$ cat src/rtl/tmds_decoder.sv
// TMDS receive channel: finds symbol alignment from control-token runs in the raw deserializer
// stream, then decodes each aligned symbol to video data or control bits.
module tmds_decoder #(
   parameter int unsigned LOCK_COUNT = 8,
   parameter int unsigned TIMEOUT    = 2048
) (
   input  logic       clk,
   input  logic       reset_n,
   input  logic [9:0] raw_in,
   output logic [7:0] data_out,
   output logic [1:0] ctrl_out,
   output logic       de_out,
   output logic       locked,
   output logic [3:0] offset
);

   localparam int unsigned CntW = $clog2(LOCK_COUNT + 1);
   localparam int unsigned TmrW = $clog2(TIMEOUT + 1);
   localparam logic [CntW-1:0] CntLock  = CntW'(LOCK_COUNT);
   localparam logic [TmrW-1:0] TmrLimit = TmrW'(TIMEOUT);
   localparam logic [CntW-1:0] CntOne   = CntW'(1);

   typedef enum logic [1:0] {StSearch, StVerify, StLocked} state_e;

   state_e          state_q, state_d;
   logic [9:0]      raw_prev_q;
   logic [CntW-1:0] cnt_q, cnt_d;
   logic [TmrW-1:0] timer_q, timer_d;
   logic [3:0]      offset_q, offset_d;
   logic            locked_q, locked_d;
   logic            de_q, de_d;
   logic [7:0]      data_q, data_d;
   logic [1:0]      ctrl_q, ctrl_d;

   logic [19:0]     window;
   logic [9:0]      aligned;
   logic            hit_any;
   logic [3:0]      hit_idx;
   logic            aligned_tok;
   logic [1:0]      aligned_cd;

   function automatic logic is_token(input logic [9:0] s);
      return (s == 10'h354) || (s == 10'h0AB) || (s == 10'h154) || (s == 10'h2AB);
   endfunction

   function automatic logic [1:0] token_cd(input logic [9:0] s);
      logic [1:0] cd;
      case (s)
         10'h0AB: cd = 2'b01;
         10'h154: cd = 2'b10;
         10'h2AB: cd = 2'b11;
         default: cd = 2'b00;
      endcase
      return cd;
   endfunction

   // Undo the conditional inversion, then the XOR/XNOR transition chain.
   function automatic logic [7:0] tmds_data(input logic [9:0] s);
      logic [7:0] q;
      logic [7:0] d;
      q    = s[7:0] ^ {8{s[9]}};
      d[0] = q[0];
      for (int i = 1; i < 8; i++) begin
         d[i] = s[8] ? (q[i] ^ q[i-1]) : ~(q[i] ^ q[i-1]);
      end
      return d;
   endfunction

   assign window = {raw_in, raw_prev_q};

   // Scan downward so the lowest matching offset is the one left standing.
   always_comb begin
      hit_any = 1'b0;
      hit_idx = 4'd0;
      for (int k = 9; k >= 0; k--) begin
         if (is_token(window[k +: 10])) begin
            hit_any = 1'b1;
            hit_idx = 4'(k);
         end
      end
   end

   always_comb begin
      aligned = window[9:0];
      for (int k = 0; k < 10; k++) begin
         if (offset_q == 4'(k)) begin
            aligned = window[k +: 10];
         end
      end
   end

   assign aligned_tok = is_token(aligned);
   assign aligned_cd  = token_cd(aligned);

   always_comb begin
      state_d  = state_q;
      cnt_d    = cnt_q;
      timer_d  = timer_q;
      offset_d = offset_q;
      locked_d = locked_q;
      de_d     = 1'b0;
      data_d   = 8'd0;
      ctrl_d   = 2'b00;
      unique case (state_q)
         StSearch: begin
            if (hit_any) begin
               offset_d = hit_idx;
               cnt_d    = CntOne;
               state_d  = StVerify;
            end
         end
         StVerify: begin
            if (aligned_tok) begin
               cnt_d = cnt_q + CntOne;
               if (cnt_q + CntOne == CntLock) begin
                  state_d  = StLocked;
                  locked_d = 1'b1;
                  timer_d  = '0;
               end
            end else if (hit_any) begin
               offset_d = hit_idx;
               cnt_d    = CntOne;
            end else begin
               state_d = StSearch;
               cnt_d   = '0;
            end
         end
         StLocked: begin
            if (aligned_tok) begin
               timer_d = '0;
               ctrl_d  = aligned_cd;
            end else if (timer_q + 1'b1 == TmrLimit) begin
               state_d  = StSearch;
               locked_d = 1'b0;
               cnt_d    = '0;
               timer_d  = '0;
            end else begin
               timer_d = timer_q + 1'b1;
               de_d    = 1'b1;
               data_d  = tmds_data(aligned);
               ctrl_d  = ctrl_q;
            end
         end
         default: begin
            state_d = StSearch;
         end
      endcase
   end

   always_ff @(posedge clk or negedge reset_n) begin
      if (!reset_n) begin
         state_q    <= StSearch;
         raw_prev_q <= 10'd0;
         cnt_q      <= '0;
         timer_q    <= '0;
         offset_q   <= 4'd0;
         locked_q   <= 1'b0;
         de_q       <= 1'b0;
         data_q     <= 8'd0;
         ctrl_q     <= 2'b00;
      end else begin
         state_q    <= state_d;
         raw_prev_q <= raw_in;
         cnt_q      <= cnt_d;
         timer_q    <= timer_d;
         offset_q   <= offset_d;
         locked_q   <= locked_d;
         de_q       <= de_d;
         data_q     <= data_d;
         ctrl_q     <= ctrl_d;
      end
   end

   assign data_out = data_q;
   assign ctrl_out = ctrl_q;
   assign de_out   = de_q;
   assign locked   = locked_q;
   assign offset   = offset_q;

endmodule

$ cat config.mk
export PLATFORM = sky130hd
export DESIGN_NAME = tmds_decoder
export DESIGN_NICKNAME = d
export VERILOG_FILES = /design/src/rtl/tmds_decoder.sv
export SDC_FILE = /design/constraint.sdc
export NUM_CORES = 1
export LEC_CHECK = 0
export ABC_AREA = 0
export CORE_ASPECT_RATIO = 1.75
export CORE_MARGIN = 2
export CORE_UTILIZATION = 62
export CTS_BUF_LIST = sky130_fd_sc_hd__clkbuf_4 sky130_fd_sc_hd__clkbuf_8
export CTS_CLUSTER_SIZE = 10
export DETAILED_ROUTE_END_ITERATION = 6
export GPL_TIMING_DRIVEN = 0
export PLACE_DENSITY = 0.84
export SYNTH_ARGS = -nofsm -noshare
export SYNTH_HDL_FRONTEND = slang
export SYNTH_SLANG_ARGS = --single-unit
$ cat constraint.sdc
create_clock -name clk -period 4.54 [get_ports clk]
set_input_delay 1.362 -clock clk [delete_from_list [all_inputs] [get_ports clk]]
set_output_delay 1.362 -clock clk [all_outputs]
set_load 0.01 [all_outputs]
Word level (Yosys, flattened, before mapping). Index checks and enable logic that the tools add are counted. Widths: inputs -> output; s select.

Reductions and logical operators: 42. Muxes and demuxes: 71. Equality and inequality tests: 66. $add $sub $neg: 2. Bitwise logic cells: 15.

Operators by type and width (count): $eq 10x10->1 const B (22); $eq 10x8->1 const B (11); $eq 10x9->1 const B (11); $mux 10 (9); $mux 4 (16); $mux 12 (4); $logic_or 1x1->1 (33); $mux 1 (25); $mux 8 (3); $pmux 12 s2 (1); $eq 4x3->1 const B (4); $mux 2 (8); $add 12x1->12 const B (1); $eq 12x12->1 const B (1); $eq 4x4->1 const B (3); $ne 2x2->1 const B (6); $pmux 2 s3 (2); $pmux 4 s3 (1); $reduce_and 5->1 (2); $ne 3x3->1 const B (3); $eq 4x2->1 const B (2); $pmux 4 s2 (1); $xor 8x8->8 (1); $not 1->1 (7); 12 further kinds (19).

Word-level logic and storage cells: 205. Input bits: 12. Output and inout port bits: 16. Bits in registers: 44.

Depth between registers and ports, before layout. Gate-level depths: netlist (run 1).

Word-level depth: 17. Gate-level depth with buffers: 20. Gate-level depth less buffers: 14.

Least setup slack after synthesis (run 1). No wires, ideal clock.

Kind: input-to-reg. Start point: input raw_in[1]. End point: register cnt_q[3]. Setup time: 80 ps. Setup slack: 527 ps. Stages: 13. Arrival: 3932 ps. Data required time: 4460 ps. Path buffers: 1. Cell sequence: clkbuf_1 -> mux4_2 -> nand2b_1 -> o31a_1 -> o21ai_0 -> o21ai_0 -> mux2i_1 -> ha_1 -> and4_1 -> and2_1 -> a21oi_2 -> or4b_4 -> o211ai_2.

Word-level cells in the longest chain between the ends: 16. Elaborated cells between the ends (all ways): 86. Those cells by class: 38 x eq/ne; 20 x mux; 28 x reduce/logical.

RTL lines: start: declaration (line 9) `input logic [9:0] raw_in,`; $eq 10x10->1 / $eq 10x8->1 (equally long branches) (line 43) `return (s == 10'h354) || (s == 10'h0AB) || (s == 10'h154) || (s == 10'h2AB);`; $logic_or 1x1->1 (3 in series) (line 43); $mux 1 (10 in series) (line 76) `if (is_token(window[k +: 10])) begin`; $ne 2x2->1 (no source line); $reduce_and 4->1 (no source line); end signal: assignment (line 164) `cnt_q <= cnt_d;`; end: declaration (line 27) `logic [CntW-1:0] cnt_q, cnt_d;`.

Several ways; a longest one is shown, not always the timed one. A chain may end at the register's enable or synchronous reset.

Final worst setup path (run 1).
Start point: input raw_in[2]. End point: register cnt_q[3].

The elaborated chain is that of the path after synthesis.

==> tab_implementation.tex, run 1 <==
\begin{tabular}{lr}
\hline
Metric & Value \\
\hline
\multicolumn{2}{l}{\textbf{Run status}} \\
Status & finished, final reports clean \\
\multicolumn{2}{l}{\textbf{Global routing}} \\
Largest net degree at the start of global routing & 26 \\
Antenna violations before repair & 0 \\
Wire length of the first global-routing pass & around 20000 um \\
Via count of the first global-routing pass & 4162 \\
Global routing usage summed across all routing layers & 35.45\% \\
Aggregate global routing overflow & 0 \\
\multicolumn{2}{l}{\textbf{Detailed routing}} \\
Total Wirelength & 12420 um \\
Drt first-iter violations & 558 \\
Average vias per placed instance & 6.880 \\
Post-route ant nets & 0 \\
Pre-antenna DRT Iters & 6 \\
DRC viols & 0 \\
Final routed wire length divided by cell count & 20.16 um \\
Total vias in the final route & 4238 \\
\multicolumn{2}{l}{\textbf{Timing}} \\
Headroom to the max-slew limit & between 40 and 50\% \\
Share of the clock period used by the worst path & a little over nine tenths \\
Worst-case clock skew & 0.01036 ns \\
Max Fclk & approximately 0.22 GHz \\
Clock period minus final worst setup slack & 4.485 ns \\
Setup violation total in the final timing report & 0 \\
Final max-slew violation count & 0 \\
Hold slack final & just under 0.5 ns \\
Final hold violation count & 0 \\
Total negative setup slack & 0 ns \\
Worst Tran Pin Value & 0.7483 ns \\
\multicolumn{2}{l}{\textbf{Synth}} \\
Synth cell types & 79 \\
Number of enable flip-flop cells after synthesis & 0 \\
\#FFs+latches synth & 44 \\
Predominant post-synthesis flop cell & sky130\_fd\_sc\_hd\_\_dfrtp\_1 \\
Area share of the largest cell type after synthesis & 27.06\% \\
Simple logic cell fraction of the synthesized area & about a quarter \\
Dominant cell type by area after synthesis & sky130\_fd\_sc\_hd\_\_dfrtp\_1 \\
Share of flip-flops with an asynchronous set or reset & 100.0\% \\
Synth area leaders & sky130\_fd\_sc\_hd\_\_dfrtp\_1, sky130\_fd\_sc\_hd\_\_o21ai\_0, sky130\_fd\_sc\_hd\_\_ha\_1 \\
Multiplexer fraction of the synthesized cell area & between 5 and 6\% \\
Post-Synthesis Net Count & 520 \\
Area fraction in compound gates after synthesis & between 20\% and 30\% \\
Largest family of logic cells by synthesized area & compound AO/OA/AOI/OAI gates \\
Seq/Total Area, Yosys & 27.06\% \\
Post-Synth XOR/XNOR Area & 2.583\% \\
Yosys Warn Count & 0 \\
Number of instances in the synthesized netlist & 496 \\
Adder and majority cell fraction of the synthesized area & 3.690\% \\
Mapped cell area & 4069 um\^{}2 \\
Avg Inst Size Synth & 8.203 um\^{}2 \\
\multicolumn{2}{l}{\textbf{Pwr}} \\
Static Leakage & 1.871 nW \\
Peak VDD IR & 0.4344 mV \\
Final total power & 0.001782 W \\
Power density relative to cell area & 385.4 nW/um\^{}2 \\
\multicolumn{2}{l}{\textbf{Clock network}} \\
Deepest clock path buffer count & 2 \\
CTS sink count & 44 \\
CTS H-tree lvls & 2 \\
Hold\_buf cts & 0 \\
Clock-pin slew reported for the worst setup and hold paths after clock tree synthesis & roughly 0.08 ns \\
Root buffer cell & sky130\_fd\_sc\_hd\_\_clkbuf\_8 \\
Clock insertion delay at the later pin of the skew report & 0.31 ns \\
Num CTS Buffers & 5 \\
Clock tree from TritonCTS & built \\
\multicolumn{2}{l}{\textbf{Placed design}} \\
Detailed Place HPWL & 9115 um \\
Global placement routability congestion & roughly 1.0 \\
Count of buffers inserted at the top-level ports & 27 \\
\multicolumn{2}{l}{\textbf{Worst setup path}} \\
Kind of critical path & in2reg \\
Worst path top cell family by delay & simple AND/OR/NAND/NOR gates \\
Launching element type of the critical path & input pin \\
Critical path, cell by cell & clkdlybuf4s50\_1, buf\_4, mux4\_2, nand2b\_1, o31a\_1, o21ai\_2, o21ai\_0, mux2i\_1, ha\_1, and4\_4, and3\_1, a311o\_1, or4b\_4, o211ai\_2 \\
Depth of the worst register-to-register path & 17 \\
Worst Setup End Kind & register \\
Highest-delay cell along the critical path & sky130\_fd\_sc\_hd\_\_or4b\_4 \\
Number of buffers and inverters on the critical path & 2 \\
Arrival time reported for the critical path endpoint & 4.72 ns \\
Data required time of the worst path & 4.78 ns \\
Max Fanout on Critical Path & 10 \\
Longest individual stage delay on the worst path & 0.60 ns \\
Launch point of the worst reg-to-reg path & offset[1] \\
Worst reg2reg path endpoint & cnt\_q[3] \\
Flop2flop setup slack & 0.24 ns \\
\multicolumn{2}{l}{\textbf{Die}} \\
Die Area & 7252 um\^{}2 \\
Rows & 39 \\
Initial core utilization & 63.17\% \\
Die extent in x & 65.24 um \\
I/O pins & 28 \\
Placeable core region & roughly 6400 um\^{}2 \\
Die Y-Extent & 111.2 um \\
\multicolumn{2}{l}{\textbf{Cells and area}} \\
Area used by multi-input combinational logic & around 2700 um\^{}2 \\
Total number of nets in the final design & approximately 560 \\
Commonest non-fill, non-tap cell in the layout & sky130\_fd\_sc\_hd\_\_dfrtp\_1 \\
Most frequent cells in the layout & sky130\_fd\_sc\_hd\_\_dfrtp\_1, sky130\_fd\_sc\_hd\_\_nor2\_1, sky130\_fd\_sc\_hd\_\_nand2\_1, sky130\_fd\_sc\_hd\_\_o21ai\_0, sky130\_fd\_sc\_hd\_\_inv\_1 \\
Number of inserted filler cells in the final layout & 530 \\
Antenna fix cells & 0 \\
Synth-to-Final Area Change & 13.62\% \\
Register area & 1101 um\^{}2 \\
Share of cells above drive strength 1 & 13.48\% \\
\multicolumn{2}{l}{\textbf{Job}} \\
Number of maximum-capacitance constraint violations & 0 \\
\multicolumn{2}{l}{\textbf{Worst hold path}} \\
Hold worst-path end & ctrl\_out[0] \\
Number of instances on the worst hold path & 1 \\
Worst min-delay path category & reg2reg \\
Origin of the worst min-delay path & ctrl\_out[0] \\
\hline
\end{tabular}
-- timing repair --
action / 4_1_cts / 5_1_grt
pin swaps: 0 / 3
setup endpoints to repair: 19 / 17
setup buffers: 0 / 2
resized for setup: 13 / 10
-- cell type report --
| class | count | share of cell area (%) |
|---|---|---|
| Buffer | 44 | 4.926 |
| Clock buffer | 7 | 1.813 |
| Clock inverter | 1 | 0.1894 |
| Inverter | 26 | 2.111 |
| Multi-Input combinational cell | 382 | 58.29 |
| Sequential cell | 44 | 23.82 |
| Tap cell | 82 | 2.219 |
| Timing Repair Buffer | 30 | 6.631 |
-- cell families after synthesis --
family	after synthesis
compound gates	158
xor+xnor	12
fa+ha+maj	12
buf+inv	70
flops	44
mux	18
simple gates	182
-- through the flow --
stage	cells	util, %	setup slack [ns]	instance area, um^2
3_3_place_gp	605	68.96	-0.5652	4442
5_1_grt	616	71.78	-0.05779	4623
2_1_floorplan	496	-	0.5274	4069
6_report	616	71.78	0.05457	4623
3_5_place_dp	606	69.31	-0.6517	4464
4_1_cts	614	71.17	0.004889	4584
-- routing by layer --
layer	wire length [um]	vias to the layer above	global-route usage, %	part of all wire, %
li1	-	1935	-	-
met4	753	0	22.36	6.1
met5	0	-	0	0
met2	6474	237	61.09	52
met3	718	72	5.178	5.8
met1	4474	1994	39.44	36
-- cells in the mapped netlist (all sizes together), types with 4 or more instances --
cell type	number
o221ai	6
and4bb	5
nand3	13
or4	4
nor2b	15
o211ai	5
or2	5
dfrtp	44
a21o	5
mux2	4
xor2	5
nor4	6
nor3	12
a31oi	9
a22oi	5
xnor2	7
o21bai	4
nand2b	10
o2bb2ai	6
ha	12
nand2	30
nor2	37
a211oi	11
o32ai	6
o22ai	7
and4	4
buf	19
inv	26
clkbuf	25
a21boi	6
o21ai	35
a21oi	22
mux2i	12
nand4	8
nor3b	4
-- state kept, by name (all words and copies together) (netlist names) --
| register | cells |
|---|---|
| locked | 1 |
| de_out | 1 |
| raw_prev_q | 10 |
| timer_q | 12 |
| cnt_q | 4 |
| data_out | 8 |
| offset | 4 |
| ctrl_out | 2 |
| state_q | 2 |
-- worst max-delay path by stage --
stage / start / endpoint / depth (start not counted)
2_1_floorplan: raw_in[1] / cnt_q[3] / 13
6_report: raw_in[2] / cnt_q[3] / 14
3_3_place_gp: raw_in[1] / locked / 16
4_1_cts: raw_in[0] / cnt_q[3] / 13
3_5_place_dp: raw_in[0] / cnt_q[3] / 13
5_1_grt: raw_in[2] / cnt_q[1] / 14
-- report_power, final --
part | switching [W] | total (W) | internal (W)
Combinational | 0.000643 | 0.00108 | 0.000435
Clock | 0.000142 | 0.000264 | 0.000122
Sequential | 0.0000260 | 0.000440 | 0.000414
Total | 0.000810 | 0.00178 | 0.000971
(Power assumes the default switching activity.)
==> run 2: changes to the inputs <==
Settings changed: HOLD_SLACK_MARGIN set to 0.06.
==> results of run 2 <==
No change in the layout: final DEF, timing and power equal those of run 1.
==> run 3: changes to the inputs <==
Settings changed: CORE_UTILIZATION 62 to 25, PLACE_DENSITY 0.84 to 0.41, TNS_END_PERCENT set to 100.
==> run 3 against run 2 <==
Effect of this change:
- setup slack improved by 0.091 ns
- clock-buffer cell count decreased by 1
- first-iteration DRC count decreased by 67%
- via count decreased by 4.3%
- wire length increased by 18%
- non-clock buffer count unchanged
- highest routed layer unchanged
- hold slack about the same
==> tab_implementation.tex, run 3 (synthesis results as in run 1) <==
\begin{tabular}{lr}
\hline
Metric & Value \\
\hline
\multicolumn{2}{l}{\textbf{Timing}} \\
Share of the clock period used by the worst path & 96.80\% (-2.0 points) \\
Max Fclk & 0.2275 GHz (+2.1\%) \\
Final hold violation count & 0 (unchanged) \\
Unrepaired setup endpoints after global routing & true \\
Headroom to the max-slew limit & 45.36\% (-4.2 points) \\
Clock period minus final worst setup slack & 4.395 ns (-0.09050 ns) \\
Worst-case clock skew & 0.01443 ns (+0.004076 ns) \\
Final max-slew violation count & 0 (unchanged) \\
Worst Tran Pin Value & 0.8111 ns (+0.06280 ns) \\
Setup violation total in the final timing report & 0 (unchanged) \\
\multicolumn{2}{l}{\textbf{Clock network}} \\
Clock tree from TritonCTS & built \\
Deepest clock path buffer count & 2 (unchanged) \\
Num CTS Buffers & 5 (unchanged) \\
Hold\_buf cts & 0 (unchanged) \\
CTS H-tree lvls & 2 (unchanged) \\
CTS sink count & 44 (unchanged) \\
Clock insertion delay at the later pin of the skew report & 0.31 ns (about the same) \\
Root buffer cell & sky130\_fd\_sc\_hd\_\_clkbuf\_8 \\
Clock-pin slew reported for the worst setup and hold paths after clock tree synthesis & 0.09 ns (about the same) \\
\multicolumn{2}{l}{\textbf{Worst setup path}} \\
Number of buffers and inverters on the critical path & 2 (unchanged) \\
Longest individual stage delay on the worst path & 0.59 ns (about the same) \\
Critical path, cell by cell & clkdlybuf4s50\_1, buf\_4, mux4\_2, nand2b\_1, o31a\_1, o21ai\_1, o21ai\_0, mux2i\_1, ha\_1, and4\_1, and3\_1, a311o\_1, or4b\_4, o2bb2ai\_1 \\
Data required time of the worst path & 4.77 ns (about the same) \\
Worst path top cell family by delay & simple AND/OR/NAND/NOR gates \\
Max Fanout on Critical Path & 10 (unchanged) \\
Launching element type of the critical path & input pin \\
Worst Setup End Kind & register \\
Kind of critical path & in2reg \\
Highest-delay cell along the critical path & sky130\_fd\_sc\_hd\_\_or4b\_4 \\
Arrival time reported for the critical path endpoint & 4.63 ns (-0.09 ns) \\
\multicolumn{2}{l}{\textbf{Cells and area}} \\
Most frequent cells in the layout & sky130\_fd\_sc\_hd\_\_dfrtp\_1, sky130\_fd\_sc\_hd\_\_nor2\_1, sky130\_fd\_sc\_hd\_\_nand2\_1, sky130\_fd\_sc\_hd\_\_o21ai\_0, sky130\_fd\_sc\_hd\_\_inv\_1 \\
Share of cells above drive strength 1 & 13.30\% (-0.19 points) \\
Synth-to-Final Area Change & 17.62\% \\
Top register by number of flip-flops & timer\_q \\
Number of inserted filler cells in the final layout & 1693 (+220\%) \\
Antenna fix cells & 0 (unchanged) \\
Number of flip-flops under the largest register name & 12 (unchanged) \\
Total number of nets in the final design & 557 (unchanged) \\
Final std cell area, no fill & 4786 um\^{}2 (+3.5\%) \\
Commonest non-fill, non-tap cell in the layout & sky130\_fd\_sc\_hd\_\_dfrtp\_1 \\
\multicolumn{2}{l}{\textbf{Die}} \\
Initial core utilization & 25.51\% (-38 points) \\
I/O pins & 28 (unchanged) \\
Die Y-Extent & 172.8 um (+55\%) \\
Die Area & 17350 um\^{}2 (+140\%) \\
Placeable core region & 15950 um\^{}2 (+150\%) \\
Rows & 61 (+56\%) \\
Die extent in x & 100.4 um (+54\%) \\
\multicolumn{2}{l}{\textbf{Placed design}} \\
Detailed Place HPWL & 11560 um (+27\%) \\
Global placement routability congestion & 0.8892 (-13\%) \\
Placed Area & 4591 um\^{}2 (+2.8\%) \\
Count of buffers inserted at the top-level ports & 27 (unchanged) \\
\multicolumn{2}{l}{\textbf{Detailed routing}} \\
Total Wirelength & 14680 um (+18\%) \\
Pre-antenna DRT Iters & 6 (unchanged) \\
Drt first-iter violations & 186 (-67\%) \\
Average vias per placed instance & 5.607 (-18\%) \\
Total vias in the final route & 4054 (-4.3\%) \\
Final routed wire length divided by cell count & 20.30 um (+0.70\%) \\
DRC viols & 0 (unchanged) \\
Post-route ant nets & 0 (unchanged) \\
\multicolumn{2}{l}{\textbf{Pwr}} \\
Clock network fraction of design power & 18.1\% (+3.3 points) \\
Relative contribution of sequential cells to total power & 23.8\% (-0.9 points) \\
Static Leakage & 1.898 nW (+1.5\%) \\
Final total power & 0.001850 W (+3.8\%) \\
Power density relative to cell area & 386.6 nW/um\^{}2 (+0.32\%) \\
Peak VDD IR & 0.1563 mV (-64\%) \\
Switching power as a share of total power & 44.66\% (-0.82 points) \\
Int Power & 0.001024 W (+5.4\%) \\
Psw & 0.0008264 W (+2.0\%) \\
Proportion of power drawn by combinational gates & 58.1\% (-2.4 points) \\
\multicolumn{2}{l}{\textbf{Global routing}} \\
Wire length of the first global-routing pass & 23000 um (+15\%) \\
Global routing usage summed across all routing layers & 17.07\% (-18 points) \\
Via count of the first global-routing pass & 4142 (-0.48\%) \\
Largest net degree at the start of global routing & 26 (unchanged) \\
Aggregate global routing overflow & 0 (unchanged) \\
Antenna violations before repair & 0 (unchanged) \\
\multicolumn{2}{l}{\textbf{Job}} \\
Number of maximum-capacitance constraint violations & 0 (unchanged) \\
\multicolumn{2}{l}{\textbf{Worst hold path}} \\
Worst min-delay path category & reg2reg \\
\multicolumn{2}{l}{\textbf{Run status}} \\
Status & finished, final reports clean \\
\hline
\end{tabular}
run 3: cell count changes in the layout (fill, tap and decap cells not counted), sizes merged:
| cell | delta |
|---|---|
| dlymetal6s2s | +2 |
| dlygate4sd2 | +1 |
| bufinv | +1 |
| clkbuf | +1 |
| buf | -2 |
| clkdlybuf4s50 | -3 |
run 3: what timing repair did:
action,4_1_cts,5_1_grt
buffers inserted,1,1
endpoints found under the hold margin,0,0
endpoints found under the setup margin,24,18
pin swaps,1,2
gates resized for setup,17,11
run 3: cell type report:
type / instances / area, um^2 / area share, %
Inverter: 26 / 97.59 / 2.039
Sequential cell: 44 / 1102 / 23.03
Buffer: 44 / 240.2 / 5.020
Timing Repair Buffer: 30 / 302.8 / 6.327
Clock inverter: 2 / 38.79 / 0.8105
Tap cell: 189 / 236.5 / 4.941
Clock buffer: 6 / 82.58 / 1.725
Multi-Input combinational cell: 382 / 2685 / 56.10
run 3: worst register-to-register path, stage by stage (launching register included):
cell	delay [ns]
sky130_fd_sc_hd__dfrtp_2	0.44
sky130_fd_sc_hd__buf_2	0.23
sky130_fd_sc_hd__buf_4	0.19
sky130_fd_sc_hd__buf_4	0.20
sky130_fd_sc_hd__buf_4	0.20
sky130_fd_sc_hd__clkbuf_4	0.24
sky130_fd_sc_hd__a31oi_1	0.10
sky130_fd_sc_hd__o221ai_1	0.23
sky130_fd_sc_hd__a211oi_1	0.12
sky130_fd_sc_hd__a211oi_1	0.24
sky130_fd_sc_hd__o21bai_1	0.22
sky130_fd_sc_hd__inv_1	0.08
sky130_fd_sc_hd__ha_1	0.18
sky130_fd_sc_hd__and4_1	0.18
sky130_fd_sc_hd__and3_1	0.21
sky130_fd_sc_hd__a311o_1	0.35
sky130_fd_sc_hd__or4b_4	0.59
sky130_fd_sc_hd__o2bb2ai_1	0.17
run 3: path summary, 6_finish.rpt:
| check | from | to | slack (ns) | cells after the start |
|---|---|---|---|---|
| max | raw_in[4] | cnt_q[1] | 0.15 | 14 |
| min | ctrl_out[0] | ctrl_out[0] | 0.49 | 1 |
| max reg2reg | offset[1] | cnt_q[1] | 0.27 | 17 |
| min reg2reg | ctrl_out[0] | ctrl_out[0] | 0.49 | 1 |
| max in group asynchronous | reset_n | state_q[1] | 3.01 | 2 |
| min in group asynchronous | reset_n | timer_q[3] | 1.00 | 1 |
run 3: per-layer routing:
metal  wire [um]  global-route usage (%)  share of wire (%)  vias to the layer above
met5           0                       0                  0                        -
met4         795                   9.817                5.4                        0
met3         495                   1.859                3.4                       43
met2        8152                   31.96                 56                      131
met1        5233                   17.78                 36                     1943
li1            -                       -                  -                     1937
run 3: per-stage QoR:
step	TNS (ns)	hold slack, ns	setup WS (ns)	utilization (%)	cells
floorplan	0	0.4941	0.5274	-	496
global placement	-14.56	0.4695	-0.7253	28.68	712
detailed placement	-15.95	0.4672	-0.7452	28.78	713
CTS	0	0.4921	0.0005049	29.84	722
global route	-0.03113	0.5217	-0.01797	30.00	723
finish	0	0.4903	0.1451	30.00	723
run 3: power by group through the flow:
stage | Sequential [W] | Clock (W) | Combinational, W
6_report | 0.000440 | 0.000334 | 0.00108
5_1_grt | 0.000446 | 0.000362 | 0.00120
4_1_cts | 0.000440 | 0.000347 | 0.00107
3_5_place_dp | 0.000448 | 0 | 0.00104
3_3_place_gp | 0.000448 | 0 | 0.00103
2_1_floorplan | 0.000443 | 0 | 0.000758
==> variant 1: new RTL, config.mk and constraints of run 2 <==
Change the parameter `TIMEOUT` from 2048 to 8192.
--- a/src/rtl/tmds_decoder.sv
+++ b/src/rtl/tmds_decoder.sv
@@ -2,7 +2,7 @@
 // stream, then decodes each aligned symbol to video data or control bits.
 module tmds_decoder #(
    parameter int unsigned LOCK_COUNT = 8,
-   parameter int unsigned TIMEOUT    = 2048
+   parameter int unsigned TIMEOUT    = 8192
 ) (
    input  logic       clk,
    input  logic       reset_n,
Formal check against the unedited RTL: no difference found for any inputs over 4 cycles, from zero or initial values and one cycle with reset_n low; that may be too few to reach the edited logic, so the function may still have changed.
==> variant 1 against run 2 <==
  * Clock skew increased by 0.0050 ns
  * Largest cell class unchanged
  * Synthesized area fell by 3.5%
  * Die area down 3.4%
  * Sequential share of layout area rose by 2.0 points
  * Sequential cell count up 2
  * Routed wire length shrank 6.3%
  * Non-clock buffer count decreased by 6
  * First-iteration DRC count down 37%
  * Critical path depth is 4 lower
  * Final area fell by 3.5%
  * Count of clock-buffer cells in the layout shrank 1
  * Setup slack improved by 0.10 ns
  * Cell count down 1.8%
Power is not compared: it rests on default switching activity, and its combinational part moved more than twofold at a synthesized area within 25%.
==> variant 1: results (changes against run 2) <==
Timing
  • Max_slew headroom: 0.486 (was 0.496)
  • Fmax: 228 MHz (was 223 MHz)

Worst setup path
  • Reg2reg path depth: 16 (was 17)
  • Reg2reg end: state_q[0]$_DFFE_PN0P_ (was cnt_q[3]$_DFFE_PN0P_)
  • R2r setup slk: 0.31 ns (was 0.24 ns)

Yosys
  • Dominant cells by area after synthesis: dfrtp_1 29%, a21oi_1 4.6%, nor2_1 4.6% (was dfrtp_1 27%, o21ai_0 3.9%, ha_1 3.7%)
  • Synth Net Count: 512 (was 520)
  • Register area share after synthesis: 0.293 (was 0.271)
  • Multiplexer share of the synthesized area: 0.0395 (was 0.0517)
  • Post-Synth XOR/XNOR Area: 0.0312 (was 0.0258)
  • Post-synth top cells: 48 x nor2_1, 46 x dfrtp_1, 36 x a21oi_1, 36 x nand2_1, 22 x clkbuf_1 (was 44 x dfrtp_1, 37 x nor2_1, 32 x o21ai_0, 30 x nand2_1, 26 x inv_1)
  • Syn Inst Count: 487 (was 496)

Cells and area
  • Nets: 549 (was 557)
  • Multi-input logic area: 2560 um^2 (was 2700 um^2)
  • Non-clk bufs: 68 (was 74)
  • Signal buf overhead: 0.107 (was 0.116)
  • Seq/total area: 0.258 (was 0.238)
  • Multi-In Gates: 381 (was 382)

Clock tree
  • PostCTS Resize Cnt: 8 (was 13)

Placement
  • Final Wtd Congestion: 1.03 (was 1.02)
  • Dpl hpwl: 8550 um (was 9110 um)

GRT
  • Largest net degree at the start of global routing: 34 (was 26)
  • First-pass GRT wire length: 18,900 um (was 20,100 um)
  • GR met1 Demand/Resource: 0.344 (was 0.394)

Routing
  • Via count: 4,055 (was 4,238)

Outcome
  • Run status: finished clean (unchanged)
[variant 1: cell types whose count changed after synthesis, sizes merged, moves of 5 or more]
cell | before | now
a21oi | 22 | 38
a211oi | 11 | 0
nor2 | 37 | 48
nand2 | 30 | 36
a21boi | 6 | 1
and4bb | 5 | 0
nor3 | 12 | 17
o221a | 1 | 6
xnor2 | 7 | 12
[variant 1: worst max path at each step]
| stage | start | end | slack [ns] |
|---|---|---|---|
| after global placement | raw_in[0] | timer_q[8]$_DFFE_PN0P_ | -0.69 |
| after CTS | raw_in[0] | state_q[0]$_DFFE_PN0P_ | 0.03 |
| after global routing | raw_in[2] | state_q[0]$_DFFE_PN0P_ | 0.06 |
| final | raw_in[2] | state_q[0]$_DFFE_PN0P_ | 0.16 |
| after floorplan | raw_in[0] | offset[1]$_DFFE_PN0P_ | 0.62 |
| after detailed placement | raw_in[0] | timer_q[13]$_DFFE_PN0P_ | -0.70 |
==> variant 2: new RTL, flow settings as in run 2 <==
Without the edit above. The output `data_out` loses its register stage (`data_q` becomes a continuous assignment).
--- a/src/rtl/tmds_decoder.sv
+++ b/src/rtl/tmds_decoder.sv
@@ -156,7 +156,6 @@
          offset_q   <= 4'd0;
          locked_q   <= 1'b0;
          de_q       <= 1'b0;
-         data_q     <= 8'd0;
          ctrl_q     <= 2'b00;
       end else begin
          state_q    <= state_d;
@@ -166,10 +165,11 @@
          offset_q   <= offset_d;
          locked_q   <= locked_d;
          de_q       <= de_d;
-         data_q     <= data_d;
          ctrl_q     <= ctrl_d;
       end
    end
+
+   assign data_q = data_d;
 
    assign data_out = data_q;
    assign ctrl_out = ctrl_q;
Check against the original RTL: not equivalent (Yosys sat finds a counterexample within 10 cycles, from zero or initial values and one cycle with reset_n low).
==> variant 2 against run 2 <==
  * Sequential share of layout area is 4.0 points lower
  * Clock skew shrank 0.00073 ns
  * Routed wire length grew 2.4%
  * Critical path type is now primary input to primary output
  * Synthesized area down 11%
  * Total power grew 1.6%
  * Final area is 1.5% lower
  * Critical endpoint is now data_out[7]
  * The flow now finishes with violations (DRC, setup timing)
  * Sequential cell count down 8
  * Fmax decreased by 13%
  * Setup slack lost 0.67 ns
==> variant 2: results (changes against run 2) <==
Power
  • Pint: 0.928 mW (was 0.971 mW)
  • Worst IR Drop VDD: 0.284 mV (was 0.434 mV)
  • Leakage power: 1.88 nW (was 1.87 nW)

Clock tree
  • Skew-Pair Late Insertion Delay: 0.32 ns
  • H-tree depth: 2 (unchanged)
  • CTS buffer count: 5 (unchanged)
  • CTS root buf: clkbuf_8 (unchanged)
  • CTS Buffer Depth: 2 (unchanged)
  • Clock slew at reported path FFs: 0.08 ns (about the same)

GRT
  • Initial antenna violation count: 0 (unchanged)
  • Met2 Use GR: 0.662 (was 0.611)
  • First-pass GRT wire length: 19,900 um (was 20,100 um)
  • Met3 usage: 0.0945 (was 0.0518)
  • GR met1 Demand/Resource: 0.439 (was 0.394)
  • Gr usage total: 0.404 (was 0.354)
  • Vias in the first global route: 4,032 (was 4,162)
  • Largest net degree at the start of global routing: 37 (was 26)

Routing
  • Drt drc: 2 (was 0)
  • Vias per std cell: 7.12 (was 6.88)
  • Post-Route WL: 12,700 um (was 12,400 um)
  • Initial DRC count: 534 (was 558)
  • Detailed Routing Iterations Pass 1: 7 (was 6)

Placement
  • Final Wtd Congestion: 1.01 (was 1.02)
  • Post-Place Setup Slack: -1.64 ns (was -0.652 ns)
  • Dpl hpwl: 8310 um (was 9110 um)
  • Placement Cell Area: 4120 um^2 (was 4460 um^2)
  • Placed cells: 556 (was 606)
  • IO Port Bufs: 27 (unchanged)

Cells and area
  • Share of layout cells above drive strength 1: 0.241 (was 0.135)
  • Nets: 542 (was 557)
  • Top Registers: timer_q (12), raw_prev_q (10)
  • N_diodes: 0 (unchanged)
  • Fin cells: 594 (was 616)

Timing
  • Final WS setup: -0.611 ns (was 0.0546 ns)
  • Setup TNS: -4.76 ns (was 0 ns)
  • Worst-Margin Slew: 0.839 ns (was 0.748 ns)
  • Setup Skew: 0.00963 ns (was 0.0104 ns)
  • Final setup violation count: 8 (was 0)

Yosys
  • Warnings from Yosys: 0 (unchanged)
  • Post-synth top cells: 36 x dfrtp_1, 32 x nand2_1, 32 x nor2_1, 29 x nand3_1, 21 x a21oi_1 (was 44 x dfrtp_1, 37 x nor2_1, 32 x o21ai_0, 30 x nand2_1, 26 x inv_1)
  • Register area share after synthesis: 0.248 (was 0.271)
  • Syn_area_per_cell: 8.03 um^2 (was 8.20 um^2)
  • Prevailing post-synth register cell: dfrtp_1 (unchanged)
  • Dominant cells by area after synthesis: dfrtp_1 25%, ha_1 4.5%, nand3_1 4.0% (was dfrtp_1 27%, o21ai_0 3.9%, ha_1 3.7%)
  • Async SR Flop Fraction: 1.00 (unchanged)
  • Distinct cells, synth: 81 (was 79)
  • Synth Net Count: 478 (was 520)

Worst hold path
  • Tightest Hold Check Type: flop to flop (unchanged)

Worst setup path
  • Critical-path maximum fanout: 6 (was 10)
  • Max stage delay on crit path: 0.43 ns (was 0.60 ns)
  • Worst Path Arrival: 3.79 ns (was 4.72 ns)
  • CP max-delay cell: or3_4 (was or4b_4)
  • CP delay by family, top: compound AO/OA/AOI/OAI gates (was simple AND/OR/NAND/NOR gates)

Outcome
  • Run status: finished, violations left (was finished clean)
  • Failing checks: DRC, setup timing
-- variant 2: cell count changes after synthesis, sizes merged, moves of 6 or more --
cell           run 2  this run
dfrtp             44        36
o21ai             35        23
o32ai              6         0
a211oi            11         3
clkbuf            25        11
nand3             13        30
a22o               3        10
-- variant 2: final timing paths --
path / from / endpoint / slack (ns) / cells past startpoint
max: raw_in[0] / data_out[7] / -0.61 / 14
min: ctrl_out[0]$_DFFE_PN0N_ / ctrl_out[0]$_DFFE_PN0N_ / 0.52 / 1
max reg2reg: offset[0]$_DFFE_PN0P_ / offset[2]$_DFFE_PN0P_ / 0.28 / 22
min reg2reg: ctrl_out[0]$_DFFE_PN0N_ / ctrl_out[0]$_DFFE_PN0N_ / 0.52 / 1
max in group asynchronous: reset_n / offset[1]$_DFFE_PN0P_ / 2.82 / 1
min in group asynchronous: reset_n / state_q[0]$_DFFE_PN0P_ / 1.14 / 1
-- variant 2: area by class of cell --
class	instances	area, um^2
repair buffers	58	529
fillers	370	1070
clock buffers	5	68.8
flip-flops and latches	36	903
inverters	21	78.8
plain buffers	34	219
multi-input cells	361	2640
clock inverters	3	23.8
well taps	76	95.1
-- variant 2: what timing repair did --
item	CTS	global route
cloned	1	0
pin swaps	11	21
setup buffers	20	10
setup endpoints to repair	8	8
hold buffers	0	0
resized for setup	63	40
-- variant 2: cell families after synthesis --
kind of cell | Yosys count | synth area share
flip-flops | 36 | 0.248
adder cells (fa/ha/maj) | 13 | 0.0447
AO/OA/AOI/OAI | 134 | 0.272
AND/OR/NAND/NOR | 189 | 0.296
buffers and inverters | 56 | 0.0695
XOR/XNOR | 12 | 0.0289
multiplexers | 13 | 0.0406
-- variant 2: power by group through the flow --
stage,logic [mW],registers (mW),clock network (mW)
after floorplan,0.787,0.374,0
after global placement,1.00,0.379,0
after detailed placement,1.02,0.380,0
after CTS,1.06,0.374,0.243
after global routing,1.28,0.380,0.257
final,1.19,0.378,0.246
-- variant 2: per-layer routing --
metal / vias to the layer above / wire, um
met1: 1976 / 4230
met2: 308 / 6640
met4: 0 / 924
met5: - / 0
li1: 1838 / -
met3: 105 / 932
